[config.mk]
export PLATFORM = sky130hd
export DESIGN_NAME = mac_accumulator_flat
export DESIGN_NICKNAME = d
export VERILOG_FILES = /design/src/rtl/mac_accumulator_if.sv /design/src/rtl/mac_accumulator.sv /design/src/flat_wrapper.sv
export SDC_FILE = /design/constraint.sdc
export NUM_CORES = 1
export LEC_CHECK = 0
export CORE_MARGIN = 4
export CORE_UTILIZATION = 51
export DETAILED_ROUTE_END_ITERATION = 8
export GPL_ROUTABILITY_DRIVEN = 0
export PLACE_DENSITY = 0.83
export RECOVER_POWER = 50
export SETUP_SLACK_MARGIN = 0.02
export SYNTH_ARGS = -nofsm -noshare
export SYNTH_HDL_FRONTEND = slang
export SYNTH_SLANG_ARGS = --single-unit
[constraint.sdc]
create_clock -name clk -period 2.8 [get_ports clk]
set_input_delay 0.56 -clock clk [delete_from_list [all_inputs] [get_ports clk]]
set_output_delay 0.56 -clock clk [all_outputs]
set_load 0.01 [all_outputs]
[src/rtl/mac_accumulator_if.sv]
// -----------------------------------------------------------------------------
// mac_accumulator_if
//   Streaming handshake bundle for mac_accumulator.
//   Input side : in_data / in_valid / in_last  -> stage,  in_ready  <- stage
//   Output side: out_data / out_count / out_sat / out_valid <- stage,
//                out_ready -> stage
//   Modports:
//     master : upstream producer + downstream consumer (drives inputs,
//              observes results)
//     slave  : the accumulator stage itself
// -----------------------------------------------------------------------------
interface mac_accumulator_if #(
  parameter int IN_WIDTH    = 32,
  parameter int OUT_WIDTH   = 16,
  parameter int COUNT_WIDTH = 16
);
  logic signed [IN_WIDTH-1:0]  in_data;
  logic                        in_valid;
  logic                        in_last;
  logic                        in_ready;
  logic signed [OUT_WIDTH-1:0] out_data;
  logic [COUNT_WIDTH-1:0]      out_count;
  logic                        out_sat;
  logic                        out_valid;
  logic                        out_ready;

  modport master (
    output in_data, in_valid, in_last, out_ready,
    input  in_ready, out_data, out_count, out_sat, out_valid
  );

  modport slave (
    input  in_data, in_valid, in_last, out_ready,
    output in_ready, out_data, out_count, out_sat, out_valid
  );
endinterface

[src/rtl/mac_accumulator.sv]
// -----------------------------------------------------------------------------
// mac_accumulator
//   Sums a stream of signed terms into a wide running accumulator. On the
//   group-final term (in_last) the total is arithmetically shifted right by
//   OUT_SCALE, narrowed to OUT_WIDTH and held on a valid/ready output until
//   consumed. No new terms are accepted while a result is pending.
//
// Ports
//   clk  : clock, all state updates on posedge
//   rst  : synchronous active-high reset
//   bus  : mac_accumulator_if.slave
//          in_data/in_valid/in_last/in_ready    term stream
//          out_data/out_count/out_sat/out_valid/out_ready  group result
//
// Configuration macro
//   ACC_SATURATE_EN : defined   -> narrowing clamps to the OUT_WIDTH range
//                                  and out_sat flags a clamped result
//                     undefined -> narrowing keeps the low OUT_WIDTH bits,
//                                  out_sat is always 0
// -----------------------------------------------------------------------------
module mac_accumulator #(
  parameter int IN_WIDTH    = 32,
  parameter int ACC_WIDTH   = 48,
  parameter int OUT_WIDTH   = 16,
  parameter int OUT_SCALE   = 0,
  parameter int COUNT_WIDTH = 16
) (
  input  logic            clk,
  input  logic            rst,
  mac_accumulator_if.slave bus
);

  typedef enum logic {ST_ACCUM, ST_OUTPUT} state_t;

  state_t                      r_state;
  logic signed [ACC_WIDTH-1:0] r_acc;
  logic [COUNT_WIDTH-1:0]      r_cnt;
  logic signed [OUT_WIDTH-1:0] r_out_data;
  logic [COUNT_WIDTH-1:0]      r_out_count;
  logic                        r_out_sat;
  logic                        r_out_valid;

  logic                        w_in_ready;
  logic                        w_take;
  logic signed [IN_WIDTH-1:0]  w_in_term;
  logic signed [ACC_WIDTH-1:0] w_term_sext;
  logic signed [ACC_WIDTH-1:0] w_sum;
  logic signed [ACC_WIDTH-1:0] w_shifted;
  logic [COUNT_WIDTH-1:0]      w_cnt_inc;
  logic signed [OUT_WIDTH-1:0] w_narrow;
  logic                        w_sat;

  // Ready is a pure decode of registered state; it never looks at in_valid.
  assign w_in_ready  = (r_state == ST_ACCUM) && !rst;
  assign w_take      = bus.in_valid && w_in_ready;

  assign w_in_term   = bus.in_data;
  assign w_term_sext = ACC_WIDTH'(w_in_term);
  assign w_sum       = r_acc + w_term_sext;   // wraps modulo 2^ACC_WIDTH
  assign w_shifted   = w_sum >>> OUT_SCALE;   // arithmetic: floor division

  // Term counter sticks at all-ones instead of wrapping to zero.
  assign w_cnt_inc   = (&r_cnt) ? r_cnt : r_cnt + 1'b1;

`ifdef ACC_SATURATE_EN
  // Value fits in OUT_WIDTH iff every bit from the output sign bit upward
  // is a copy of the accumulator sign bit.
  logic [ACC_WIDTH-OUT_WIDTH:0] w_upper;
  logic                         w_fits;

  assign w_upper  = w_shifted[ACC_WIDTH-1:OUT_WIDTH-1];
  assign w_fits   = (&w_upper) || !(|w_upper);
  assign w_sat    = !w_fits;
  assign w_narrow = w_fits ? w_shifted[OUT_WIDTH-1:0] :
                    (w_shifted[ACC_WIDTH-1] ? {1'b1, {(OUT_WIDTH-1){1'b0}}}
                                            : {1'b0, {(OUT_WIDTH-1){1'b1}}});
`else
  // Plain two's-complement truncation; the upper bits are intentionally dropped.
  logic w_unused_hi;

  assign w_unused_hi = ^w_shifted[ACC_WIDTH-1:OUT_WIDTH];
  assign w_narrow    = w_shifted[OUT_WIDTH-1:0];
  assign w_sat       = 1'b0;
`endif

  always_ff @(posedge clk) begin
    if (rst) begin
      r_state     <= ST_ACCUM;
      r_acc       <= '0;
      r_cnt       <= '0;
      r_out_data  <= '0;
      r_out_count <= '0;
      r_out_sat   <= 1'b0;
      r_out_valid <= 1'b0;
    end else begin
      case (r_state)
        ST_ACCUM: begin
          if (w_take) begin
            if (bus.in_last) begin
              r_out_data  <= w_narrow;
              r_out_count <= w_cnt_inc;
              r_out_sat   <= w_sat;
              r_out_valid <= 1'b1;
              r_acc       <= '0;
              r_cnt       <= '0;
              r_state     <= ST_OUTPUT;
            end else begin
              r_acc <= w_sum;
              r_cnt <= w_cnt_inc;
            end
          end
        end
        ST_OUTPUT: begin
          // Result registers stay frozen until the consumer takes them.
          if (bus.out_ready) begin
            r_out_valid <= 1'b0;
            r_state     <= ST_ACCUM;
          end
        end
        default: r_state <= ST_ACCUM;
      endcase
    end
  end

  assign bus.in_ready  = w_in_ready;
  assign bus.out_data  = r_out_data;
  assign bus.out_count = r_out_count;
  assign bus.out_sat   = r_out_sat;
  assign bus.out_valid = r_out_valid;

endmodule
[src/flat_wrapper.sv]
// flat-port wrapper written by rule: the top's interface ports become plain ports
module mac_accumulator_flat 
#(
  parameter int IN_WIDTH    = 32,
  parameter int ACC_WIDTH   = 48,
  parameter int OUT_WIDTH   = 16,
  parameter int OUT_SCALE   = 0,
  parameter int COUNT_WIDTH = 16
)
  (clk, rst, bus_in_data, bus_in_valid, bus_in_last, bus_out_ready, bus_in_ready, bus_out_data, bus_out_count, bus_out_sat, bus_out_valid);
  mac_accumulator_if #(.IN_WIDTH(IN_WIDTH), .OUT_WIDTH(OUT_WIDTH), .COUNT_WIDTH(COUNT_WIDTH)) bus_i ();
  input  logic clk;
  input  logic rst;
  input wire logic [$bits(bus_i.in_data)-1:0] bus_in_data;
  input wire logic [$bits(bus_i.in_valid)-1:0] bus_in_valid;
  input wire logic [$bits(bus_i.in_last)-1:0] bus_in_last;
  input wire logic [$bits(bus_i.out_ready)-1:0] bus_out_ready;
  output wire logic [$bits(bus_i.in_ready)-1:0] bus_in_ready;
  output wire logic [$bits(bus_i.out_data)-1:0] bus_out_data;
  output wire logic [$bits(bus_i.out_count)-1:0] bus_out_count;
  output wire logic [$bits(bus_i.out_sat)-1:0] bus_out_sat;
  output wire logic [$bits(bus_i.out_valid)-1:0] bus_out_valid;
  assign bus_i.in_data = bus_in_data;
  assign bus_i.in_valid = bus_in_valid;
  assign bus_i.in_last = bus_in_last;
  assign bus_i.out_ready = bus_out_ready;
  assign bus_in_ready = bus_i.in_ready;
  assign bus_out_data = bus_i.out_data;
  assign bus_out_count = bus_i.out_count;
  assign bus_out_sat = bus_i.out_sat;
  assign bus_out_valid = bus_i.out_valid;
  mac_accumulator #(.IN_WIDTH(IN_WIDTH), .ACC_WIDTH(ACC_WIDTH), .OUT_WIDTH(OUT_WIDTH), .OUT_SCALE(OUT_SCALE), .COUNT_WIDTH(COUNT_WIDTH)) u_core (.clk(clk), .rst(rst), .bus(bus_i));
endmodule
==> flow_metrics.env <==
export IMPL_synthTopCellsByArea="dfxtp_1 38%, a21oi_1 7.6%, ha_1 5.7%"
export IMPL_pwr_share_clk_pct=34.6
export IMPL_hold_viol_final=0
export IMPL_ys_ff_latch=66
export IMPL_skew_ns=0.00255
export IMPL_tns_ns=0
export IMPL_antenna_found_initial=0
export IMPL_cts_sinks=66
export IMPL_synth_cell_type_count=59
export IMPL_cts_htree_levels=3
export IMPL_clock_root_buffer="clkbuf_8"
export IMPL_min_period_ns=2.64
export IMPL_worst_pin_slew_ns=0.787
export IMPL_synth_flop_cell="dfxtp_1"
export IMPL_p_switching_mw=0.522
export IMPL_dieArea_sq_um=8270
export IMPL_setup_viol=0
export IMPL_finish_utilization_pct=65.0
export IMPL_via_per_inst=5.89
export IMPL_antenna_left=0
export IMPL_status="finished clean"
export IMPL_ctsHoldBuffers=0
export IMPL_die_width_um=91.0
export IMPL_drt_first_pass_iters=8
export IMPL_drc=0
export IMPL_grt_pass1_wl_um=14600
export IMPL_wirelength_um=8640
export IMPL_seq_area_sq_um=1320
export IMPL_rsz0062_at_grt="no"
export IMPL_cts_buffers=9
export IMPL_p_leak_nw=1.63
export IMPL_seq_power_share_pct=49.7
export IMPL_grt_max_degree=58
export IMPL_cts_path_max_buffers=2
export IMPL_synth_nets=490
export IMPL_peakVddDrop_uv=307
export IMPL_grt_overflow_total=0
export IMPL_synth_top_area_share_pct=37.6
export IMPL_dp_cells=551
export IMPL_synth_edf_count=0
export IMPL_cts_tree="yes"
export IMPL_p_comb_share_pct=15.7
export IMPL_ys_async_sr_fraction_pct=0
export IMPL_vias=3324
export IMPL_nFillCells=564
export IMPL_endpoint_kind="flop"
export IMPL_yosys_area_top_type="dfxtp_1"
export IMPL_whs_ns=0.449
export IMPL_nets=539
export IMPL_p_int_mw=1.47
export IMPL_cts_resized=0
export IMPL_power_switching_share_pct=26.3
export IMPL_hp_class="flop to flop"
export IMPL_total_power_mw=1.99
export IMPL_placeableCoreArea_sq_um=6530
export IMPL_drt_initial_drc_count=213
export IMPL_slew_headroom_pct=47.5
export IMPL_grt_use_total_pct=21.3
export IMPL_maxSlewViolCount=0
export IMPL_cts_setup_buffers=0
export IMPL_final_cells=564
export IMPL_fp_dieH_um=91.0
export IMPL_wl_per_cell_um=15.3
export IMPL_required_ns=3.00
export IMPL_syn_to_final_growth_pct=21.0
export IMPL_clock_fmax_mhz=378
export IMPL_ys_warn_count=0
export IMPL_ioPinCount=72
export IMPL_cp_start_kind="primary input"
export IMPL_clk_latency_ns=0.34
export IMPL_drive_above_1_share_pct=6.98
export IMPL_rows=29
export IMPL_avgSynthCellArea_sq_um=8.05
export IMPL_worstSetupPathType="primary input to flop"
export IMPL_port_buffers=54
export IMPL_yosysSeqAreaShare_pct=37.6
export IMPL_finalCritPeriodShare_pct=94.4
export IMPL_multi_input_area_sq_um=2030
export IMPL_place_hpwl_um=6060
export IMPL_path_clk_slew_ns=0.06
export IMPL_diodes=0
export IMPL_arrival_ns=2.84
export IMPL_powerDensity_nw_per_um2=468
export IMPL_grt_pass1_vias=3174
export IMPL_critPathMaxFanout=4
export IMPL_syn_inst=436
export IMPL_netlist_area_sq_um=3510
export IMPL_start_util_pct=53.7
export IMPL_max_cap_violations=0
cell type report:
class                           instances  area share [%]
Tap cell                               77            2.27
Sequential cell                        66            31.1
Clock buffer                           13            3.74
Multi-Input combinational cell        334            47.7
Timing Repair Buffer                   67            14.6
Inverter                                7           0.619
cell families (layout without fill, tap and decap cells):
family,Yosys count,in the layout,synth area share [%]
buffers and inverters,36,87,4.49
other,1,1,0.107
AO/OA/AOI/OAI,136,136,23.9
adder cells (fa/ha/maj),17,17,6.27
XOR/XNOR,23,23,5.74
AND/OR/NAND/NOR,157,157,21.9
flip-flops,66,66,37.6
sequential cells by signal (all words and copies together), names as in the netlist:
register and count:
u_core.bus.out_valid 1, u_core.bus.out_data 16, u_core.r_state 1, u_core.bus.out_count 16, u_core.r_acc 16, u_core.r_cnt 16
cells in the mapped netlist, drive strengths merged (4+ instances only):
cell type,number
o21ai,31
inv,7
nor2,53
xnor2,17
a21oi,55
nand3b,6
nand2,50
buf,8
nor3,8
xor2,6
a31oi,5
or3,4
ha,16
a21o,5
a211oi,8
o211ai,5
nand3,12
dfxtp,66
clkbuf,21
a22oi,8
and2,4
nand4,6
final timing paths:
check / from / to / slack (ns) / cells past startpoint
hold reg to reg: u_core.bus.out_data[5]$_SDFFE_PP0P_ / u_core.bus.out_data[5]$_SDFFE_PP0P_ / 0.45 / 2
setup reg to reg: u_core.r_acc[0]$_SDFFE_PP0P_ / u_core.bus.out_data[12]$_SDFFE_PP0P_ / 0.52 / 9
setup / recovery: bus_in_data[0] / u_core.bus.out_data[12]$_SDFFE_PP0P_ / 0.16 / 10
hold / removal: u_core.bus.out_data[5]$_SDFFE_PP0P_ / u_core.bus.out_data[5]$_SDFFE_PP0P_ / 0.45 / 2
per-layer routing:
layer	GRT usage, %	part of all wire [%]	vias up
met5	0	0	-
met4	9.17	1.8	0
met3	4.30	6.2	15
met2	35.1	48	121
met1	27.2	44	1550
li1	-	-	1638
metrics by stage:
stage | cell area, sq um | setup slack [ns]
detailed placement | 4110 | -0.111
finish | 4250 | 0.156
global placement | 4110 | -0.0567
CTS | 4270 | 0.231
global route | 4250 | 0.0687
floorplan | 3510 | 0.630
power by group through the flow:
stage          clock, mW  sequential (mW)  combinational [mW]
6_report           0.687            0.989               0.312
5_1_grt            0.741            0.992               0.342
4_1_cts            0.699            0.989               0.321
3_5_place_dp           0             1.01               0.317
3_3_place_gp           0             1.01               0.308
2_1_floorplan          0             1.02               0.183
placed cells by master (no fill, tap or decap), types with 9 or more instances in the layout:
cell             count
nor2_1              51
dlygate4sd3_1       34
clkdlybuf4s50_1     19
ha_1                16
clkbuf_8            11
xnor2_1             17
buf_4                9
nand2_1             50
dfxtp_1             66
nand3_1             11
a21oi_1             53
o21ai_0             28
critical path: stages:
cell and delay (ns):
clkdlybuf4s50_1 0.47, ha_1 0.17, inv_1 0.06, fa_1 0.39
nand2b_1 0.18, a21oi_1 0.20, o211ai_1 0.24, a31oi_1 0.31
xnor2_1 0.17, o21ai_0 0.09
No activity file was read; power rests on OpenSTA's default activity.
==> patch (same flow settings) <==
`COUNT_WIDTH` is set to 16 in 3 places; all go to 12.
--- a/src/rtl/mac_accumulator_if.sv
+++ b/src/rtl/mac_accumulator_if.sv
@@ -12,7 +12,7 @@
 interface mac_accumulator_if #(
   parameter int IN_WIDTH    = 32,
   parameter int OUT_WIDTH   = 16,
-  parameter int COUNT_WIDTH = 16
+  parameter int COUNT_WIDTH = 12
 );
   logic signed [IN_WIDTH-1:0]  in_data;
   logic                        in_valid;
--- a/src/rtl/mac_accumulator.sv
+++ b/src/rtl/mac_accumulator.sv
@@ -23,7 +23,7 @@
   parameter int ACC_WIDTH   = 48,
   parameter int OUT_WIDTH   = 16,
   parameter int OUT_SCALE   = 0,
-  parameter int COUNT_WIDTH = 16
+  parameter int COUNT_WIDTH = 12
 ) (
   input  logic            clk,
   input  logic            rst,
--- a/src/flat_wrapper.sv
+++ b/src/flat_wrapper.sv
@@ -5,7 +5,7 @@
   parameter int ACC_WIDTH   = 48,
   parameter int OUT_WIDTH   = 16,
   parameter int OUT_SCALE   = 0,
-  parameter int COUNT_WIDTH = 16
+  parameter int COUNT_WIDTH = 12
 )
   (clk, rst, bus_in_data, bus_in_valid, bus_in_last, bus_out_ready, bus_in_ready, bus_out_data, bus_out_count, bus_out_sat, bus_out_valid);
   mac_accumulator_if #(.IN_WIDTH(IN_WIDTH), .OUT_WIDTH(OUT_WIDTH), .COUNT_WIDTH(COUNT_WIDTH)) bus_i ();
Interface: changed (resized bus_out_count); port bits go from 72 to 68. No check against the original RTL was run, so the function may have changed too.
==> patch against the original RTL <==
Total power fell by 6.5%; final area fell by 9.0%; non-clock buffer count rose by 4; area after synthesis fell by 13%; via count fell by 15%; count of clock-buffer cells in the layout fell by 2; setup slack got worse by 0.058 ns; sequential cell count fell by 8; routed wire length fell by 13%; critical path type unchanged; largest cell class unchanged; highest routed layer unchanged.
==> patch: results (changes against the original RTL) <==
| Metric | Value |
|---|---|
| R2R cell count | `8 (-1)` |
| DR WL met3 | `446 um (-17%)` |
| # placed instances | `481 (-13%)` |
| Postcts setup bufs | `0 (unchanged)` |
| Levels on crit path | `9 (-1)` |
| DRT Pass-1 Iters | `4 (-4)` |
| Vias in the first global route | `2807 (-12%)` |
| Global Route met2 Usage | `35.6% (+0.52 points)` |
| Chip width | `85.3 um (-6.2%)` |
| Post-Route M1 WL | `3470 um (-9.0%)` |
| Crit-path max FO | `3 (-1)` |
| Wire length on met2 | `3450 um (-17%)` |
| Yosys cell types | `57 (-3.4%)` |
| VDD IR-drop max | `0.330 mV (+7.6%)` |
| Status | `finished clean` |
| Port Buffers | `50 (-7.4%)` |
| Area post-placement | `3700 um2 (-10%)` |
| Met3 Track Usage GR | `4.37% (+0.071 points)` |
| Drt initial violations | `134 (-37%)` |
| Met1 Use GR | `27.5% (+0.32 points)` |
| Avg WL per Cell | `15.1 um (-1.2%)` |
| Sequential share of the synthesized area | `38.1% (+0.46 points)` |
| DP Wirelength | `5360 um (-11%)` |
| First-pass GRT wire length | `12800 um (-13%)` |
| Final #Nets | `475 (-12%)` |
| Post-synth top cells | `58 x dfxtp_1, 38 x nor2_1, 37 x a21oi_1, 37 x nand2_1, 16 x ha_1` |
| Fillcell total | `444 (-21%)` |
| Mapped Nets | `412 (-16%)` |
| DR vias/cell | `5.72 (-3.0%)` |
| Pleak | `1.60 nW (-1.9%)` |
| Non-Filler Instances | `497 (-12%)` |
| All-Layer GR Usage | `21.8% (+0.43 points)` |
==> patch: cell types whose count changed in the layout (fill, tap and decap cells not counted), sizes merged, moves of 8 or more <==
cell | before | now
and3 | 2 | 12
nor2 | 53 | 38
a21oi | 55 | 37
nand2 | 50 | 37
dfxtp | 66 | 58
o21ai | 31 | 15
==> patch: power by group through the flow <==
stage | clock, mW | sequential, mW | combinational (mW)
after floorplan | 0 | 0.903 | 0.175
after global placement | 0 | 0.894 | 0.311
after detailed placement | 0 | 0.896 | 0.317
after CTS | 0.679 | 0.878 | 0.321
after global routing | 0.723 | 0.881 | 0.344
final | 0.668 | 0.877 | 0.313
==> patch: per-stage QoR <==
step           util, %  power [mW]
2_1_floorplan        -        1.08
3_3_place_gp      65.6        1.21
3_5_place_dp      65.6        1.21
4_1_cts           68.6        1.88
5_1_grt           68.5        1.95
6_report          68.5        1.86
==> patch: final cells by class <==
type / instances / area share [%]
multi-input combinational: 275 / 46.1
inverter: 6 / 0.583
sequential: 58 / 30.0
clock inverter: 4 / 0.744
timing repair buffer: 71 / 16.5
tap: 72 / 2.33
clock buffer: 11 / 3.66
==> patch: worst min-delay path: stages, from the launching register on <==
cell and delay, ns:
dfxtp_1 0.31, nand2_1 0.05, a21oi_1 0.05
==> patch: final timing paths <==
check	end	slack, ns
max	u_core.r_acc[14]	0.1
min reg2reg	u_core.bus.out_data[4]	0.45
max reg2reg	u_core.r_acc[14]	0.45
min	u_core.bus.out_data[4]	0.45
==> patch: logic make-up (layout without fill, tap and decap cells) <==
group	after synthesis	in the layout	share of synthesized area, %
xor+xnor	20	20	6.20
flops	58	58	38.1
mux	3	3	0.986
fa+ha+maj	17	17	7.23
compound gates	110	110	23.9
buf+inv	25	92	3.57
simple gates	124	124	19.8
other cells	1	1	0.123
